$ cat src/rtl/riscv_instr_line_server.sv
// Instruction-line responder: serves 128-bit line fetches by issuing four 32-bit word reads.
// A one-entry line register answers repeat fetches of the same line without touching memory.
module riscv_instr_line_server #(
    parameter int RDATA_OUT_WIDTH = 128
) (
    input  logic                                  clk,
    input  logic                                  rst,
    input  logic                                  instr_req_i,
    input  logic [31:0]                           instr_addr_i,
    output logic                                  instr_gnt_o,
    output logic                                  instr_rvalid_o,
    output logic [RDATA_OUT_WIDTH/32-1:0][31:0]   instr_rdata_o,
    input  logic                                  flush_i,
    output logic                                  mem_req_o,
    output logic [31:0]                           mem_addr_o,
    input  logic                                  mem_gnt_i,
    input  logic                                  mem_rvalid_i,
    input  logic [31:0]                           mem_rdata_i,
    output logic                                  busy_o
);

    localparam int WORDS = RDATA_OUT_WIDTH / 32;

    typedef enum logic [1:0] {IDLE, FETCH, DRAIN, RETURN} state_t;

    state_t                   state_q, state_d;
    logic [27:0]              tag_q;
    logic                     line_valid_q;
    logic                     flush_seen_q;
    logic [2:0]               issue_cnt_q;
    logic [2:0]               ret_cnt_q;
    logic [WORDS-1:0][31:0]   line_q;

    logic gnt, hit, miss_gnt, beat_gnt, word_cap, last_issue, last_word, fetching;

    // The line offset bits never influence the line that is served.
    logic unused_offset;
    assign unused_offset = ^instr_addr_i[3:0];

    assign fetching   = (state_q == FETCH) || (state_q == DRAIN);
    assign gnt        = !rst && instr_req_i && ((state_q == IDLE) || (state_q == RETURN));
    assign hit        = line_valid_q && !flush_i && (instr_addr_i[31:4] == tag_q);
    assign miss_gnt   = gnt && !hit;
    assign beat_gnt   = (state_q == FETCH) && mem_gnt_i && (issue_cnt_q < 3'd4);
    assign word_cap   = fetching && mem_rvalid_i && (ret_cnt_q < 3'd4);
    assign last_issue = beat_gnt && (issue_cnt_q == 3'd3);
    assign last_word  = word_cap && (ret_cnt_q == 3'd3);

    always_ff @(posedge clk) begin
        if (rst) begin
            // NOTE: the line register is reset too, so instr_rdata_o reads 0 until the first fill.
            state_q      <= IDLE;
            tag_q        <= '0;
            line_valid_q <= 1'b0;
            flush_seen_q <= 1'b0;
            issue_cnt_q  <= '0;
            ret_cnt_q    <= '0;
            line_q       <= '0;
        end else begin
            state_q <= state_d;
            if (miss_gnt) begin
                tag_q        <= instr_addr_i[31:4];
                issue_cnt_q  <= '0;
                ret_cnt_q    <= '0;
                flush_seen_q <= 1'b0;
            end else begin
                if (beat_gnt) issue_cnt_q <= issue_cnt_q + 3'd1;
                if (word_cap) begin
                    line_q[ret_cnt_q[1:0]] <= mem_rdata_i;
                    ret_cnt_q              <= ret_cnt_q + 3'd1;
                end
                if (flush_i && fetching) flush_seen_q <= 1'b1;
            end
            // A flush or a new tag always wins over validating the returned line.
            if (flush_i || miss_gnt)
                line_valid_q <= 1'b0;
            else if ((state_q == RETURN) && !flush_seen_q)
                line_valid_q <= 1'b1;
        end
    end

    always_comb begin
        state_d = state_q;
        unique case (state_q)
            IDLE, RETURN: begin
                if (gnt) state_d = hit ? RETURN : FETCH;
                else     state_d = IDLE;
            end
            FETCH:   if (last_issue) state_d = last_word ? RETURN : DRAIN;
            DRAIN:   if (last_word)  state_d = RETURN;
            default: state_d = IDLE;
        endcase
    end

    // NOTE: outputs are gated with rst so they read 0 in the reset cycle itself, not one cycle later.
    always_comb begin
        instr_gnt_o    = gnt;
        instr_rvalid_o = !rst && (state_q == RETURN);
        instr_rdata_o  = rst ? '0 : line_q;
        mem_req_o      = !rst && (state_q == FETCH);
        mem_addr_o     = mem_req_o ? {tag_q, issue_cnt_q[1:0], 2'b00} : 32'h0;
        busy_o         = !rst && (state_q != IDLE);
    end

endmodule

$ cat config.mk
export PLATFORM = sky130hd
export DESIGN_NAME = riscv_instr_line_server
export DESIGN_NICKNAME = d
export VERILOG_FILES = /design/src/rtl/riscv_instr_line_server.sv
export SDC_FILE = /design/constraint.sdc
export NUM_CORES = 1
export LEC_CHECK = 0
export CORE_AREA = 2 2 139 141
export DETAILED_ROUTE_END_ITERATION = 8
export DIE_AREA = 0 0 141 143
export PLACE_DENSITY = 0.8
export RECOVER_POWER = 100
export SKIP_CTS_REPAIR_TIMING = 1
export SYNTH_ARGS = -nofsm -noshare
export SYNTH_HDL_FRONTEND = slang
export SYNTH_SLANG_ARGS = --single-unit
export TNS_END_PERCENT = 100
$ cat constraint.sdc
create_clock -name clk -period 2.12 [get_ports clk]
set_clock_uncertainty 0.05 [all_clocks]
set_input_delay 0.212 -clock clk [delete_from_list [all_inputs] [get_ports clk]]
set_output_delay 0.212 -clock clk [all_outputs]
set_load 0.02 [all_outputs]
==> summary.md <==
| Metric | Value |
|---|---|
| Status | `finished, final reports clean` |
| Critical R2R Launch | `state_q[0]` |
| Max-cap viol count | `0` |
| Post-route minimum period | `2045 ps` |
| CTS tree | `done` |
| Vias | `6,854` |
| Worst relative slew slack | `51.74%` |
| Final ANT Viol Nets | `0` |
| Syn Std Cell Area | `7555 sq um` |
| Final Non-Filler Cells | `1,389` |
| Most frequent cells in the layout | `261 x nand2_1, 165 x dfxtp_1, 157 x nor2b_1, 131 x a21oi_1, 126 x dlygate4sd3_1` |
| Layout cell share with drive strength beyond 1 | `9.264%` |
| Final setup TNS | `0 ps` |
| Worst hold endpoint | `line_q[32]` |
| Worst-case reg-to-reg path depth | `8` |
| Initial drt markers | `369` |
| Gate count of the mapped netlist | `936` |
| Crit start category | `register` |
| Root buffer cell | `clkbuf_16` |
| Syn Area/Cell | `8.071 sq um` |
| Die width | `141 um` |
| R2R setup slack | `80 ps` |
| WP data required | `2430 ps` |
| Setup CP Type | `register to register` |
| Final routed DRC violation total | `0` |
| Worst EP arrival | `2360 ps` |
| Port bufs | `227` |
| Vias in the first global route | `6,567` |
| H-tree levels | `4` |
| Die height | `143 um` |
| Yosys top cell area share | `43.99%` |
| Yosys warnings | `0` |
| Cell Pwr Density | `841.3 nW/um^2` |
| Congestion Overflow GR | `0` |
| Crit. End Element | `register` |
| FP Rows | `50` |
| I/O Pins | `234` |
| P&R area growth vs syn | `41.39%` |
| Synth top area cells | `dfxtp_1 44%, nor2b_1 13%, nand2_1 13%` |
| F_max | `489.1 MHz` |
| Initial Util | `40.66%` |
| Reg2reg end | `line_q[114]` |
| Skew-Pair Late Insertion Delay | `440 ps` |
| NumNets Final | `1,223` |
| Hold Vio Cnt, Final | `0` |
| Die ar. | `20,160 sq um` |
| Min-Delay Startpoint | `rst` |
| Placed Instance Area | `10,170 sq um` |
| DP Wirelength | `14,700 um` |
| CTS Sinks | `166` |
| Total track usage | `21.86%` |
| Commonest non-fill, non-tap cell in the layout | `nand2_1` |
| Least-Margin Pin Slew | `722.3 ps` |
| Initial antenna violation count | `0` |
| Clock transition at path regs | `80 ps` |
| Total leakage power | `4.542 nW` |
| DR pass1 iterations | `5` |
| GPL Wtd Cong | `0.8570` |
| #FFs+latches synth | `166` |
| Hold depth | `2` |
| Drt total wl | `22,550 um` |
| Maximum vdd drop | `0.6012 mV` |
| Worst hold path type | `primary input to register` |
| Core Region | `18,580 sq um` |
| Yosys top cell by area | `dfxtp_1` |
| Fin area | `10,680 sq um` |
| Ant. Diodes | `0` |
| CTS Buf Count | `17` |
| Distinct cells, synth | `33` |
| Largest net degree at the start of global routing | `89` |
| Wire per inst | `16.24 um` |
| CTS Buffer Depth | `2` |
| Via/cell ratio | `4.934` |
| Sequential cell area fraction in the yosys report | `43.99%` |
| Post-Place Cells | `1,355` |
| First-pass GRT wire length | `34,420 um` |
| Worst Setup SP | `state_q[0]` |
| Tcrit/Tclk final | `96.45%` |
| Setup violators final | `0` |
| Fin. max-slew vios | `0` |
| Worst Path Max Fanout | `32` |
-- critical path: stages (launching register included) --
cell     delay, ps
dfxtp_2        360
inv_1           70
ha_2           360
and3b_1        220
buf_4          190
and2_1         150
buf_6          290
nand2_1        120
a21oi_1        160
-- cell families after synthesis --
| group | after synthesis | share of synthesized area, % |
|---|---|---|
| and+or+nand+nor | 479 | 30.97 |
| DFF | 166 | 43.99 |
| AOI/OAI and AO/OA | 139 | 9.440 |
| buffers and inverters | 79 | 4.687 |
| muxes | 31 | 5.565 |
| xor gates and xnor gates | 30 | 3.478 |
| adders and majority gates | 11 | 1.822 |
| other | 1 | 0.04964 |
-- synthesized netlist by cell type (all sizes together) --
cell type / instances
nor3b: 1
xnor2: 29
xor2: 1
conb: 1
buf: 16
nand2: 261
nor2b: 158
and2: 34
nand3b: 1
a21bo: 1
ha: 11
dfxtp: 166
mux2: 28
mux2i: 3
a21oi: 131
nor2: 4
nand3: 2
inv: 9
a31oi: 4
nand4: 7
a22oi: 1
nor3: 7
and3b: 1
nor4: 3
a211oi: 1
clkbuf: 54
a21boi: 1
-- per-layer routing --
layer | vias up | part of all wire [%] | global-route usage [%] | wire length (um)
li1 | 3394 | - | - | -
met2 | 210 | 49 | 36.28 | 11080
met5 | - | 0 | 0 | 0
met4 | 0 | 2.6 | 8.632 | 584
met1 | 3213 | 42 | 27.01 | 9471
met3 | 37 | 6.3 | 6.070 | 1416
-- area by class of cell --
type / instances / area, sq um
sequential: 166 / 3324
clock buffer: 17 / 425.4
fill: 1662 / 7899
tap: 234 / 292.8
timing repair buffer: 256 / 2546
multi-input combinational: 692 / 3880
inverter: 9 / 33.78
clock inverter: 15 / 178.9
-- flip-flops by register name (all words and copies together) (netlist names) --
signal and cells:
flush_seen_q 1, issue_cnt_q 3, line_q 128, line_valid_q 1
ret_cnt_q 3, state_q 2, tag_q 28
-- per-stage QoR --
step	hold slack [ps]	setup WS (ps)	utilization (%)	power [mW]
4_1_cts	-5.589	-383.5	57.97	9.131
3_5_place_dp	391.7	-251.0	54.71	5.941
5_1_grt	7.777	-1.649	57.49	9.428
6_report	9.686	75.31	57.49	8.987
3_3_place_gp	387.0	-177.1	54.71	5.883
2_1_floorplan	240.7	15.93	-	5.086
-- worst max-delay path by stage --
| stage | slack, ps | depth (start not counted) | to |
|---|---|---|---|
| after CTS | -380 | 5 | mem_addr_o[16] |
| final | 80 | 8 | line_q[114] |
| after global placement | -180 | 7 | tag_q[0] |
| after global routing | -2 | 6 | mem_addr_o[18] |
| after detailed placement | -250 | 7 | tag_q[1] |
| after floorplan | 20 | 7 | tag_q[10] |
-- where the power goes --
group | internal, mW | total (mW) | switching [mW] | leakage, nW
registers | 3.46 | 3.69 | 0.223 | 1.35
clock network | 1.69 | 3.18 | 1.49 | 0.287
logic | 1.01 | 2.12 | 1.11 | 2.91
(Power assumes the default switching activity.)
